`config.mk`:
```
export PLATFORM = sky130hd
export DESIGN_NAME = satatx_framer_flat
export DESIGN_NICKNAME = d
export VERILOG_FILES = /design/src/rtl/satatx_framer_if.sv /design/src/rtl/satatx_framer.sv /design/src/flat_wrapper.sv
export SDC_FILE = /design/constraint.sdc
export NUM_CORES = 1
export LEC_CHECK = 0
export ABC_CLOCK_PERIOD_IN_PS = 4850
export BUFFER_PORTS_ARGS = -buffer_cell sky130_fd_sc_hd__buf_2
export CORE_AREA = 2 2 104 106
export CTS_BUF_LIST = sky130_fd_sc_hd__clkbuf_2 sky130_fd_sc_hd__clkbuf_4 sky130_fd_sc_hd__clkbuf_8
export DETAILED_ROUTE_END_ITERATION = 7
export DIE_AREA = 0 0 106 108
export HOLD_SLACK_MARGIN = 0.05
export MAX_ROUTING_LAYER = met4
export SLEW_MARGIN = 20
export SYNTH_ARGS = -nofsm -noshare
export SYNTH_HDL_FRONTEND = slang
export SYNTH_SLANG_ARGS = --single-unit
export TNS_END_PERCENT = 100
```
`constraint.sdc`:
```
create_clock -name S_AXI_ACLK -period 4.85 [get_ports S_AXI_ACLK]
set_clock_uncertainty 0.05 [all_clocks]
set_input_delay 0.97 -clock S_AXI_ACLK [delete_from_list [all_inputs] [get_ports S_AXI_ACLK]]
set_output_delay 0.97 -clock S_AXI_ACLK [all_outputs]
set_load 0.1 [all_outputs]
```
`src/rtl/satatx_framer_if.sv`:
```
// Stream bundle between the TX CRC generator, the framer and the link-layer primitive mux.
// Slave side belongs to the framer; master side belongs to whatever drives and sinks it.
interface satatx_framer_if;
  localparam int unsigned DW = 32;

  logic          S_AXIS_TVALID;
  logic          S_AXIS_TREADY;
  logic [DW-1:0] S_AXIS_TDATA;
  logic          S_AXIS_TLAST;
  logic          M_AXIS_TVALID;
  logic          M_AXIS_TREADY;
  logic [DW-1:0] M_AXIS_TDATA;
  logic          M_AXIS_TPRIM;
  logic          M_AXIS_TLAST;

  modport master (
    output S_AXIS_TVALID, S_AXIS_TDATA, S_AXIS_TLAST, M_AXIS_TREADY,
    input  S_AXIS_TREADY, M_AXIS_TVALID, M_AXIS_TDATA, M_AXIS_TPRIM, M_AXIS_TLAST
  );

  modport slave (
    input  S_AXIS_TVALID, S_AXIS_TDATA, S_AXIS_TLAST, M_AXIS_TREADY,
    output S_AXIS_TREADY, M_AXIS_TVALID, M_AXIS_TDATA, M_AXIS_TPRIM, M_AXIS_TLAST
  );
endinterface

```
`src/rtl/satatx_framer.sv`:
```
// SATA TX framer: scrambles the CRC-appended dword stream and wraps each frame in SOF/EOF.
// Single registered output stage; primitives bypass the scrambler and do not advance it.
module satatx_framer #(
  parameter logic        OPT_SCRAMBLE   = 1'b1,
  parameter logic [15:0] SCRAMBLER_SEED = 16'hFFFF,
  parameter logic        OPT_LOWPOWER   = 1'b1,
  parameter logic [31:0] P_SOF          = 32'h3737_B57C,
  parameter logic [31:0] P_EOF          = 32'hD5D5_B57C
) (
  input  logic           S_AXI_ACLK,
  input  logic           S_AXI_ARESET,
  satatx_framer_if.slave axis
);
  localparam int unsigned LFSR_W = 16;
  localparam int unsigned DW     = 32;
  // x^16 + x^15 + x^13 + x^4 + 1, Galois feedback taps
  localparam logic [LFSR_W-1:0] POLY = 16'hA011;

  typedef enum logic [1:0] {
    S_IDLE = 2'd0,
    S_DATA = 2'd1,
    S_EOF  = 2'd2
  } state_t;

  state_t            state;
  logic [LFSR_W-1:0] lfsr;
  logic [LFSR_W-1:0] lfsr_next;
  logic [DW-1:0]     scram;
  logic [DW-1:0]     data_out;
  logic              load_ok;

  assign load_ok            = !axis.M_AXIS_TVALID || axis.M_AXIS_TREADY;
  assign axis.S_AXIS_TREADY = (state == S_DATA) && load_ok;
  assign data_out           = OPT_SCRAMBLE ? (axis.S_AXIS_TDATA ^ scram) : axis.S_AXIS_TDATA;

  // 32 serial LFSR steps per dword; the first output bit lands in scram[0]
  always_comb begin
    lfsr_next = lfsr;
    scram     = '0;
    for (int i = 0; i < int'(DW); i++) begin
      scram[i]  = lfsr_next[LFSR_W-1];
      lfsr_next = {lfsr_next[LFSR_W-2:0], 1'b0} ^ (lfsr_next[LFSR_W-1] ? POLY : '0);
    end
  end

  always_ff @(posedge S_AXI_ACLK or posedge S_AXI_ARESET) begin
    if (S_AXI_ARESET) begin
      state              <= S_IDLE;
      lfsr               <= SCRAMBLER_SEED;
      axis.M_AXIS_TVALID <= 1'b0;
      axis.M_AXIS_TDATA  <= '0;
      axis.M_AXIS_TPRIM  <= 1'b0;
      axis.M_AXIS_TLAST  <= 1'b0;
    end else if (load_ok) begin
      // Empty slot unless a beat is loaded below
      axis.M_AXIS_TVALID <= 1'b0;
      if (OPT_LOWPOWER) begin
        axis.M_AXIS_TDATA <= '0;
        axis.M_AXIS_TPRIM <= 1'b0;
        axis.M_AXIS_TLAST <= 1'b0;
      end
      case (state)
        S_IDLE: begin
          if (axis.S_AXIS_TVALID) begin
            axis.M_AXIS_TVALID <= 1'b1;
            axis.M_AXIS_TDATA  <= P_SOF;
            axis.M_AXIS_TPRIM  <= 1'b1;
            axis.M_AXIS_TLAST  <= 1'b0;
            lfsr               <= SCRAMBLER_SEED;
            state              <= S_DATA;
          end
        end
        S_DATA: begin
          if (axis.S_AXIS_TVALID) begin
            axis.M_AXIS_TVALID <= 1'b1;
            axis.M_AXIS_TDATA  <= data_out;
            axis.M_AXIS_TPRIM  <= 1'b0;
            axis.M_AXIS_TLAST  <= 1'b0;
            lfsr               <= lfsr_next;
            if (axis.S_AXIS_TLAST) state <= S_EOF;
          end
        end
        S_EOF: begin
          axis.M_AXIS_TVALID <= 1'b1;
          axis.M_AXIS_TDATA  <= P_EOF;
          axis.M_AXIS_TPRIM  <= 1'b1;
          axis.M_AXIS_TLAST  <= 1'b1;
          state              <= S_IDLE;
        end
        default: state <= S_IDLE;
      endcase
    end
  end
endmodule

```
`src/flat_wrapper.sv`:
```
// flat-port wrapper written by rule: the top's interface ports become plain ports
module satatx_framer_flat 
#(
  parameter logic        OPT_SCRAMBLE   = 1'b1,
  parameter logic [15:0] SCRAMBLER_SEED = 16'hFFFF,
  parameter logic        OPT_LOWPOWER   = 1'b1,
  parameter logic [31:0] P_SOF          = 32'h3737_B57C,
  parameter logic [31:0] P_EOF          = 32'hD5D5_B57C
)
  (S_AXI_ACLK, S_AXI_ARESET, axis_S_AXIS_TVALID, axis_S_AXIS_TDATA, axis_S_AXIS_TLAST, axis_M_AXIS_TREADY, axis_S_AXIS_TREADY, axis_M_AXIS_TVALID, axis_M_AXIS_TDATA, axis_M_AXIS_TPRIM, axis_M_AXIS_TLAST);
  satatx_framer_if axis_i ();
  input  logic S_AXI_ACLK;
  input  logic S_AXI_ARESET;
  input wire logic [$bits(axis_i.S_AXIS_TVALID)-1:0] axis_S_AXIS_TVALID;
  input wire logic [$bits(axis_i.S_AXIS_TDATA)-1:0] axis_S_AXIS_TDATA;
  input wire logic [$bits(axis_i.S_AXIS_TLAST)-1:0] axis_S_AXIS_TLAST;
  input wire logic [$bits(axis_i.M_AXIS_TREADY)-1:0] axis_M_AXIS_TREADY;
  output wire logic [$bits(axis_i.S_AXIS_TREADY)-1:0] axis_S_AXIS_TREADY;
  output wire logic [$bits(axis_i.M_AXIS_TVALID)-1:0] axis_M_AXIS_TVALID;
  output wire logic [$bits(axis_i.M_AXIS_TDATA)-1:0] axis_M_AXIS_TDATA;
  output wire logic [$bits(axis_i.M_AXIS_TPRIM)-1:0] axis_M_AXIS_TPRIM;
  output wire logic [$bits(axis_i.M_AXIS_TLAST)-1:0] axis_M_AXIS_TLAST;
  assign axis_i.S_AXIS_TVALID = axis_S_AXIS_TVALID;
  assign axis_i.S_AXIS_TDATA = axis_S_AXIS_TDATA;
  assign axis_i.S_AXIS_TLAST = axis_S_AXIS_TLAST;
  assign axis_i.M_AXIS_TREADY = axis_M_AXIS_TREADY;
  assign axis_S_AXIS_TREADY = axis_i.S_AXIS_TREADY;
  assign axis_M_AXIS_TVALID = axis_i.M_AXIS_TVALID;
  assign axis_M_AXIS_TDATA = axis_i.M_AXIS_TDATA;
  assign axis_M_AXIS_TPRIM = axis_i.M_AXIS_TPRIM;
  assign axis_M_AXIS_TLAST = axis_i.M_AXIS_TLAST;
  satatx_framer #(.OPT_SCRAMBLE(OPT_SCRAMBLE), .SCRAMBLER_SEED(SCRAMBLER_SEED), .OPT_LOWPOWER(OPT_LOWPOWER), .P_SOF(P_SOF), .P_EOF(P_EOF)) u_core (.S_AXI_ACLK(S_AXI_ACLK), .S_AXI_ARESET(S_AXI_ARESET), .axis(axis_i));
endmodule
```
==> results.ini <==
[synth]
async_reset_ff_share_pct=100.0
ys.flop_type=dfrtp_1
synth_top_family_by_area=XOR/XNOR gates
synthMuxAreaShare_pct=0
netlist_area_sq_um=4035
yosysTopAreaCellShare_pct=22.95
ys_seq_area_share_pct=33.36
synth_area_leaders=dfrtp_1, xnor2_1, dfstp_2
synth_edf_count=0
syn_inst=352
syn-num-nets=389
synth-seq-cells=53
yosysTopAreaCell=dfrtp_1
yosysMostFrequentCell=xnor2_1
synthSimpleGateAreaFrac_pct=4.000
ys_warn_count=0
yosysUniqueCellTypes=37
synth_compound_area_share_pct=11.78
synthAdderAreaFrac_pct=0
synth-xor-area-share_pct=47.88
synth_common_cells=xnor2_1, xor2_1, dfrtp_1
avgSynthCellArea_sq_um=11.46

[worst_setup_path]
r2r_setup_slack_ps=1010
rr_endpoint=u_core.axis.M_AXIS_TDATA[28]$_DFFE_PP0N_
critPathMaxFanout=9
worst_r2r_path_depth=8
critPathKind=reg -> reg
critPathArrivalTime_ps=3990
worstReg2RegStart=u_core.lfsr[15]$_DFFE_PP1P_
critical_path_required_ps=5000
cp-start-kind=register
cp-end-kind=register

[floorplan]
dieArea_sq_um=11450
num_rows=37
start_util_pct=39.44
core_area_sq_um=10230
die_h_microns=108
ioPinCount=73
die_x_microns=106

[grt]
grt_pass1_wl_mm=15.76
grt_max_degree=54
grt_pass1_vias=2752
overflow=0
track_usage_pct=18.82
antenna_found_initial=0

[finish]
fillerInstances=968
final_nets=448
diodes=0
layout.cells.non_filler=548
drive_above_1_share_pct=30.34
syn_to_final_growth_pct=13.64

[clock_tree]
cts_buffer_depth=2
cts_setup_buffers=0
cts.sinks=53
clk_pin_slew_ps=110
root_buffer=clkbuf_8
clk-insertion-delay-late_ps=320
ctsResizeCount=0
htree_levels=2
cts_tree=yes
ctsHoldBuffers=0
numCtsBuffers=5

[worst_hold_path]
hold_class=reg -> reg
whs_path_depth=2
hold_start=u_core.axis.M_AXIS_TLAST$_DFFE_PP0N_
hold_end=u_core.axis.M_AXIS_TLAST$_DFFE_PP0N_

[sta]
rsz0062_at_grt=no
fmax_ghz=0.2601
slew_headroom_pct=35.25
period_share_pct=79.27
min_period_ps=3844
tightest_slew_ps=967.6
drv_slew=0
finalSetupViolations=0
final.setup.tns_ps=0
finalHoldViolCount=0

[placed_design]
numPortBuffers=72
dp_hpwl_mm=7.665
placedCellCount=540
gp_congestion=0.9343

[flow_run]
maxCapViolCount=0

[detailed_routing]
drtIter0Drc=117
vias=2705
vias_per_cell=4.936
wl_mm=9.987
drtAntennaViolNets=0
routedWlPerCell_microns=18.22
drt_first_pass_iters=5
drc=0

[status]
outcome=complete, no violations

[cell usage in the layout, fill, tap and decap left out, types with 3 or more instances in the layout]
cell / count
a22o_1: 24
xnor3_2: 8
a221o_1: 4
buf_2: 72
xor3_1: 3
buf_4: 4
xnor2_2: 8
nand2_1: 9
dfrtp_1: 37
clkbuf_8: 5
xnor3_1: 12
xor2_1: 38
dfstp_2: 16
o21ai_0: 16
xnor2_1: 87
a21oi_1: 19
nor2_1: 22
[routing by layer]
metal	vias up	GRT usage [%]	wire, microns
li1	1297	-	-
met1	1327	25.54	4458
met2	71	28.85	4859
met3	10	2.893	465
met4	0	6.767	204
met5	-	-	0
[layout make-up]
type | instances | area (sq um) | area share (%)
clock buffers | 7 | 83.83 | 1.828
clock inverters | 1 | 7.507 | 0.1637
inverters | 3 | 11.26 | 0.2456
multi-input cells | 272 | 2576 | 56.18
flip-flops and latches | 53 | 1346 | 29.36
well taps | 136 | 170.2 | 3.711
repair buffers | 76 | 390.4 | 8.513
[flip-flops by register name (all words and copies together) (netlist names)]
name	count
u_core.axis.M_AXIS_TDATA	32
u_core.axis.M_AXIS_TPRIM	1
u_core.axis.M_AXIS_TVALID	1
u_core.state	2
u_core.lfsr	16
u_core.axis.M_AXIS_TLAST	1
[worst max-delay path by stage]
stage,start,cells past startpoint,endpoint,slack (ps)
CTS,u_core.lfsr[15]$_DFFE_PP1P_,8,u_core.axis.M_AXIS_TDATA[28]$_DFFE_PP0N_,1020
global route,u_core.lfsr[15]$_DFFE_PP1P_,8,u_core.axis.M_AXIS_TDATA[29]$_DFFE_PP0N_,890
global placement,u_core.lfsr[15]$_DFFE_PP1P_,8,u_core.axis.M_AXIS_TDATA[29]$_DFFE_PP0N_,1160
floorplan,u_core.lfsr[15]$_DFFE_PP1P_,9,u_core.axis.M_AXIS_TDATA[29]$_DFFE_PP0N_,1320
finish,u_core.lfsr[15]$_DFFE_PP1P_,8,u_core.axis.M_AXIS_TDATA[28]$_DFFE_PP0N_,1010
detailed placement,u_core.lfsr[15]$_DFFE_PP1P_,8,u_core.axis.M_AXIS_TDATA[28]$_DFFE_PP0N_,1050
[cells by family after synthesis]
logic type                count (synthesis)
AOI/OAI and AO/OA                        70
xor gates and xnor gates                163
buffers and inverters                    27
DFF                                      53
and+or+nand+nor                          39
[stage by stage]
stage / setup WS (ps) / instance area [sq um] / hold slack [ps] / utilization [%]
3_5_place_dp: 1048 / 4489 / 421.5 / 43.88
4_1_cts: 1024 / 4581 / 445.9 / 44.77
6_report: 1006 / 4586 / 442.6 / 44.82
3_3_place_gp: 1162 / 4489 / 409.7 / 43.88
2_1_floorplan: 1317 / 4035 / 438.6 / -
5_1_grt: 894.3 / 4586 / 459.7 / 44.82
[critical path: stages, from the launching register on]
cell and delay [ps]:
dfstp_2 680, xnor3_2 540, xnor3_2 300, xnor2_2 320
xnor3_2 610, xnor2_4 250, xnor3_2 460, xnor2_1 170
a221o_1 330
Power is not shown: default switching activity piles up to over one toggle a cycle in this logic, so the estimate is an artifact.
